--- config.mk ---
export PLATFORM = sky130hd
export DESIGN_NAME = spi_regfile_rw
export DESIGN_NICKNAME = d
export VERILOG_FILES = /design/src/rtl/spi_regfile_rw.sv
export SDC_FILE = /design/constraint.sdc
export NUM_CORES = 1
export LEC_CHECK = 0
export BUFFER_PORTS_ARGS = -buffer_cell sky130_fd_sc_hd__buf_2
export CAP_MARGIN = 30
export CORE_MARGIN = 2
export CORE_UTILIZATION = 35
export CTS_CLUSTER_DIAMETER = 150
export DETAILED_ROUTE_END_ITERATION = 6
export GPL_ROUTABILITY_DRIVEN = 0
export PLACE_DENSITY_LB_ADDON = 0.12
export SLEW_MARGIN = 10
export SYNTH_ARGS = -nofsm -noshare
export SYNTH_HDL_FRONTEND = slang
export SYNTH_SLANG_ARGS = --single-unit
--- constraint.sdc ---
create_clock -name clk -period 4.1 [get_ports clk]
set_clock_uncertainty 0.2 [all_clocks]
set_input_delay 0.82 -clock clk [delete_from_list [all_inputs] [get_ports clk]]
set_output_delay 0.82 -clock clk [all_outputs]
set_load 0.02 [all_outputs]
--- src/rtl/spi_regfile_rw.sv ---
`default_nettype none
// ============================================================================
// Module  : spi_regfile_rw
// Brief   : SPI mode-0 peripheral with register file, CIPO read-back and a
//           saturating rejected-frame counter; all inputs oversampled on clk.
// Rev     : 1.0
// ============================================================================

module spi_regfile_rw #(
  parameter int ADDR_W      = 7,
  parameter int DATA_W      = 8,
  parameter int NUM_REGS    = 5,
  parameter int SYNC_STAGES = 2,
  parameter int ERR_W       = 8
) (
  input  logic                       clk,
  input  logic                       rst,
  input  logic                       SCLK,
  input  logic                       COPI,
  input  logic                       nCS,
  output logic                       CIPO,
  output logic                       CIPO_oe,
  output logic [NUM_REGS*DATA_W-1:0] regs_q,
  output logic                       wr_strobe,
  output logic [ADDR_W-1:0]          wr_addr,
  output logic [ERR_W-1:0]           err_cnt
);

  localparam int FRAME_W = 1 + ADDR_W + DATA_W;
  localparam int HDR_W   = 1 + ADDR_W;
  localparam int CNT_W   = $clog2(FRAME_W + 2);

  localparam logic [CNT_W-1:0]  C_HDR      = CNT_W'(HDR_W);
  localparam logic [CNT_W-1:0]  C_FRAME    = CNT_W'(FRAME_W);
  localparam logic [CNT_W-1:0]  C_CNT_SAT  = CNT_W'(FRAME_W + 1);
  localparam logic [ADDR_W:0]   C_NUM_REGS = (ADDR_W + 1)'(NUM_REGS);

  // synchronisers and delayed copies for edge detection
  logic [SYNC_STAGES-1:0] sclk_sync_q, sclk_sync_d;
  logic [SYNC_STAGES-1:0] ncs_sync_q,  ncs_sync_d;
  logic [SYNC_STAGES-1:0] copi_sync_q, copi_sync_d;
  logic                   sclk_prev_q, ncs_prev_q;

  // frame state
  logic [CNT_W-1:0]          cnt_q,       cnt_d;
  logic                      rw_q,        rw_d;
  logic [FRAME_W-2:0]        shift_in_q,  shift_in_d;
  logic [DATA_W-1:0]         shift_out_q, shift_out_d;
  logic                      cipo_q,      cipo_d;

  // register file side
  logic [NUM_REGS*DATA_W-1:0] regs_d;
  logic                       wr_strobe_q, wr_strobe_d;
  logic [ADDR_W-1:0]          wr_addr_q,   wr_addr_d;
  logic [ERR_W-1:0]           err_cnt_q,   err_cnt_d;

  logic              sclk_s, ncs_s, copi_s;
  logic              sclk_rise, sclk_fall, ncs_rise;
  logic [ADDR_W-1:0] frame_addr, rd_addr;
  logic [DATA_W-1:0] frame_data, rd_data;
  logic              addr_ok, commit_ok, frame_err;

  assign sclk_s = sclk_sync_q[SYNC_STAGES-1];
  assign ncs_s  = ncs_sync_q[SYNC_STAGES-1];
  assign copi_s = copi_sync_q[SYNC_STAGES-1];

  assign sclk_rise = sclk_s & ~sclk_prev_q;
  assign sclk_fall = ~sclk_s & sclk_prev_q;
  assign ncs_rise  = ncs_s & ~ncs_prev_q;

  // The R/W bit lives in rw_q, so shift_in holds only {addr, data}
  assign frame_addr = shift_in_q[DATA_W +: ADDR_W];
  assign frame_data = shift_in_q[DATA_W-1:0];
  assign rd_addr    = shift_in_q[ADDR_W-1:0];

  assign addr_ok   = ({1'b0, frame_addr} < C_NUM_REGS);
  assign commit_ok = rw_q && (cnt_q == C_FRAME) && addr_ok;
  assign frame_err = (cnt_q < C_HDR) || (rw_q && !commit_ok);

  always_comb begin
    rd_data = '0;
    for (int i = 0; i < NUM_REGS; i++) begin
      if (rd_addr == ADDR_W'(i)) rd_data = regs_q[i*DATA_W +: DATA_W];
    end
  end

  always_comb begin
    sclk_sync_d = {sclk_sync_q[SYNC_STAGES-2:0], SCLK};
    ncs_sync_d  = {ncs_sync_q[SYNC_STAGES-2:0],  nCS};
    copi_sync_d = {copi_sync_q[SYNC_STAGES-2:0], COPI};

    cnt_d       = cnt_q;
    rw_d        = rw_q;
    shift_in_d  = shift_in_q;
    shift_out_d = shift_out_q;
    cipo_d      = cipo_q;
    regs_d      = regs_q;
    wr_strobe_d = 1'b0;
    wr_addr_d   = wr_addr_q;
    err_cnt_d   = err_cnt_q;

    if (ncs_s) begin
      // Idle also covers the nCS-rise cycle, so a coincident SCLK edge is dropped
      cnt_d       = '0;
      rw_d        = 1'b0;
      shift_in_d  = '0;
      shift_out_d = '0;
      cipo_d      = 1'b0;
      if (ncs_rise) begin
        if (commit_ok) begin
          for (int i = 0; i < NUM_REGS; i++) begin
            if (frame_addr == ADDR_W'(i)) regs_d[i*DATA_W +: DATA_W] = frame_data;
          end
          wr_addr_d   = frame_addr;
          wr_strobe_d = 1'b1;
        end else if (frame_err && (err_cnt_q != '1)) begin
          err_cnt_d = err_cnt_q + 1'b1;
        end
      end
    end else begin
      if (sclk_rise) begin
        if (cnt_q == '0) begin
          rw_d = copi_s;
        end else if (cnt_q < C_FRAME) begin
          shift_in_d = {shift_in_q[FRAME_W-3:0], copi_s};
        end
        if (cnt_q != C_CNT_SAT) cnt_d = cnt_q + 1'b1;
      end else if (sclk_fall && !rw_q && (cnt_q >= C_HDR)) begin
        if (cnt_q == C_HDR) begin
          cipo_d      = rd_data[DATA_W-1];
          shift_out_d = {rd_data[DATA_W-2:0], 1'b0};
        end else begin
          cipo_d      = shift_out_q[DATA_W-1];
          shift_out_d = {shift_out_q[DATA_W-2:0], 1'b0};
        end
      end
    end
  end

  always_ff @(posedge clk or posedge rst) begin
    if (rst) begin
      sclk_sync_q <= '0;
      ncs_sync_q  <= '1;
      copi_sync_q <= '0;
      sclk_prev_q <= 1'b0;
      ncs_prev_q  <= 1'b1;
      cnt_q       <= '0;
      rw_q        <= 1'b0;
      shift_in_q  <= '0;
      shift_out_q <= '0;
      cipo_q      <= 1'b0;
      regs_q      <= '0;
      wr_strobe_q <= 1'b0;
      wr_addr_q   <= '0;
      err_cnt_q   <= '0;
    end else begin
      sclk_sync_q <= sclk_sync_d;
      ncs_sync_q  <= ncs_sync_d;
      copi_sync_q <= copi_sync_d;
      sclk_prev_q <= sclk_s;
      ncs_prev_q  <= ncs_s;
      cnt_q       <= cnt_d;
      rw_q        <= rw_d;
      shift_in_q  <= shift_in_d;
      shift_out_q <= shift_out_d;
      cipo_q      <= cipo_d;
      regs_q      <= regs_d;
      wr_strobe_q <= wr_strobe_d;
      wr_addr_q   <= wr_addr_d;
      err_cnt_q   <= err_cnt_d;
    end
  end

  assign CIPO      = cipo_q & ~ncs_s;
  assign CIPO_oe   = ~ncs_s;
  assign wr_strobe = wr_strobe_q;
  assign wr_addr   = wr_addr_q;
  assign err_cnt   = err_cnt_q;

endmodule

`default_nettype wire
==> impl_metrics.yaml <==
routing:
  ant_nets: 0
  dr.pass1.iters: 6
  drc: 6
  vias_per_cell: 5.20
  vias: 2849
  drt_iter0_drc: 137
  post_drt_wl_per_cell_um: 17.7
  drt-total-wl_mm: 9.68
clock_tree:
  insertion_delay_ns: 0.34
  cts_hold_buf: 0
  cts_buffers: 9
  clkTransAtPathRegs_ns: 0.06
  h-tree-depth: 3
  cts_resized: 0
  clockBufferDepth: 2
  cts_tree: "yes"
  clockRootBuffer: "clkbuf_16"
  cts.sinks: 93
  post_cts_buffers: 0
floorplanning:
  die_x_um: 113
  start_util_pct: 36.2
  dieArea_um2: 12800
  die_h_um: 113
  boundaryPins: 63
  row_count: 39
  core-area_um2: 11500
power_and_ir_drop:
  p_seq_share_pct: 50.0
  p_clk_share_pct: 41.9
  p_int_uw: 1500
  switching_share_pct: 24.4
  p_per_area_nw_per_um2: 400
  power.switching_uw: 482
  ir_worst_vdd_mv: 0.294
  power_frac_comb_pct: 8.1
  power_leakage_uw: 0.00257
synthesis:
  synth_area_leaders: "dfrtp_1 (54%), mux2_2 (13%), mux2i_1 (4.3%)"
  synthCells: 341
  synth_edf_count: 0
  synthesis.area_um2: 4170
  syn_avg_cell_area_um2: 12.2
  synth_fp_nets: 350
  yosysSeqAreaShare_pct: 55.8
  ys_async_sr_fraction_pct: 100
  synth_top_area_share_pct: 54.0
  ys_ff_latch: 93
  synth_cell_types: 40
  ys.flop_type: "dfrtp_1"
  ys_warn_count: 0
  synth_largest_area_cell: "dfrtp_1"
sta:
  period_minus_slack_ns: 2.64
  worst_slack_ns: 1.46
  finalSetupViolCount: 0
  worstMarginPinSlew_ns: 0.906
  hold_viol_final: 0
  slew_headroom_pct: 39.6
  maxSlewViolCount: 0
  fmax_mhz: 379
  rsz0062_at_grt: "no"
  post-route-period-util_pct: 64.3
  fin_tns_setup_ns: 0
place:
  port_buffers: 62
  dpl_worst_slack_ns: 1.45
  dpl_cell_area_um2: 4630
  place_inst: 531
  dp_hpwl_mm: 6.49
critical_path:
  worstPathMaxFanout: 9
  worst_ep_arrival_time_ns: 2.66
  cp.required_ns: 4.12
  r2r_cells: 5
  start_kind: "register"
  path_class: "reg2reg"
  rrSetupSlack_ns: 1.46
  r2r_start: "cnt_q[0]"
  cp-end-kind: "register"
  reg2reg_to: "regs_q[36]"
worst_hold_path:
  hold_depth: 0
  hp-start: "sclk_sync_q[0]"
  hold_path_class: "reg2reg"
  hold_end: "sclk_sync_q[1]"
finish:
  final_area_um2: 4950
  n_antenna_cell: 0
  layout-drive-gt1-share_pct: 35.6
  area_growth_pct: 18.6
  layout_common_cells: "dfrtp_1 (90), buf_2 (62), mux2_2 (50)"
  final_nets: 409
  final_common_cell: "dfrtp_1"
  fin_cells: 548
global_routing:
  grt_pass1_vias: 2887
  grt-ovfl-total: 0
  grt_max_degree: 76
  grt_first_pass_wirelength_mm: 16.0
  grtUsageTotal_pct: 16.3
  antenna_found_initial: 0
run_status:
  status: "finished, violations left"
  violations: "design-rule violations"
flow_run:
  max-cap-violations: 0
stage by stage:
stage	power (uW)	utilization, %	hold slack [ns]
4_1_cts	2010	42.8	0.150
3_3_place_gp	1160	40.2	0.134
3_5_place_dp	1170	40.2	0.135
2_1_floorplan	1110	-	0.131
6_report	1980	43.0	0.148
5_1_grt	2070	43.0	0.160
registers in the layout, indices dropped and copies added (netlist names):
| signal | cells |
|---|---|
| rw_q | 1 |
| sclk_prev_q | 1 |
| wr_addr | 7 |
| err_cnt | 8 |
| ncs_prev_q | 1 |
| cipo_q | 1 |
| copi_sync_q | 2 |
| shift_in_q | 15 |
| cnt_q | 5 |
| regs_q | 40 |
| sclk_sync_q | 2 |
| shift_out_q | 7 |
| ncs_sync_q | 2 |
| wr_strobe | 1 |
how the worst max path moves through the flow:
stage | start | end | slack [ns] | cells after the start
after floorplan | rst | cipo_q | 0.66 | 1
after global placement | cnt_q[0] | regs_q[35] | 1.49 | 5
after detailed placement | cnt_q[0] | shift_in_q[13] | 1.45 | 6
after CTS | cnt_q[0] | regs_q[34] | 1.42 | 5
after global routing | cnt_q[0] | regs_q[38] | 1.15 | 5
final | cnt_q[0] | regs_q[36] | 1.46 | 5
metal layers:
| layer | track usage [%] | wire, um | vias to the layer above |
|---|---|---|---|
| li1 | - | - | 1339 |
| met1 | 21.9 | 4440 | 1433 |
| met2 | 25.7 | 4670 | 66 |
| met3 | 4.02 | 418 | 11 |
| met4 | 6.02 | 150 | 0 |
| met5 | 0 | 0 | - |
power groups by stage:
stage | sequential [uW] | combinational (uW) | clock [uW]
floorplan | 1030 | 78.1 | 0
detailed placement | 1010 | 161 | 0
global placement | 1000 | 160 | 0
global route | 994 | 181 | 892
CTS | 989 | 161 | 855
finish | 989 | 160 | 830
worst max-delay path, cell delays in order (launching register included):
cell and delay, ns:
dfrtp_1 0.43, inv_1 0.08, ha_1 0.16, nor3b_1 0.51
nand4_1 0.65, mux2_2 0.49
layout make-up:
| type | count | area [um^2] |
|---|---|---|
| Multi-Input combinational cell | 222 | 1750 |
| Timing Repair Buffer | 68 | 375 |
| Clock inverter | 5 | 50.0 |
| Clock buffer | 11 | 243 |
| Sequential cell | 93 | 2330 |
| Inverter | 6 | 25.0 |
| Tap cell | 143 | 179 |
| Fill cell | 1096 | 6570 |
synth_stat cells (7+ instances only):
master / instances
a311oi_1: 7
clkbuf_1: 17
dfrtp_1: 90
mux2_2: 50
mux2i_1: 18
nand2_1: 9
nand2b_1: 8
nor2_1: 27
nor2b_1: 12
o21ai_0: 16
o22ai_1: 12
xor2_1: 9
cell families (layout without fill, tap and decap cells):
group / after synthesis / in the layout / synth area share (%)
muxes: 68 / 68 / 17.8
adders and majority gates: 4 / 4 / 1.20
DFF: 93 / 93 / 55.8
AOI/OAI and AO/OA: 50 / 50 / 8.06
xor gates and xnor gates: 11 / 11 / 2.31
buffers and inverters: 26 / 90 / 2.43
and+or+nand+nor: 89 / 89 / 12.4
Note: power is estimated with default switching activity, not from simulation.
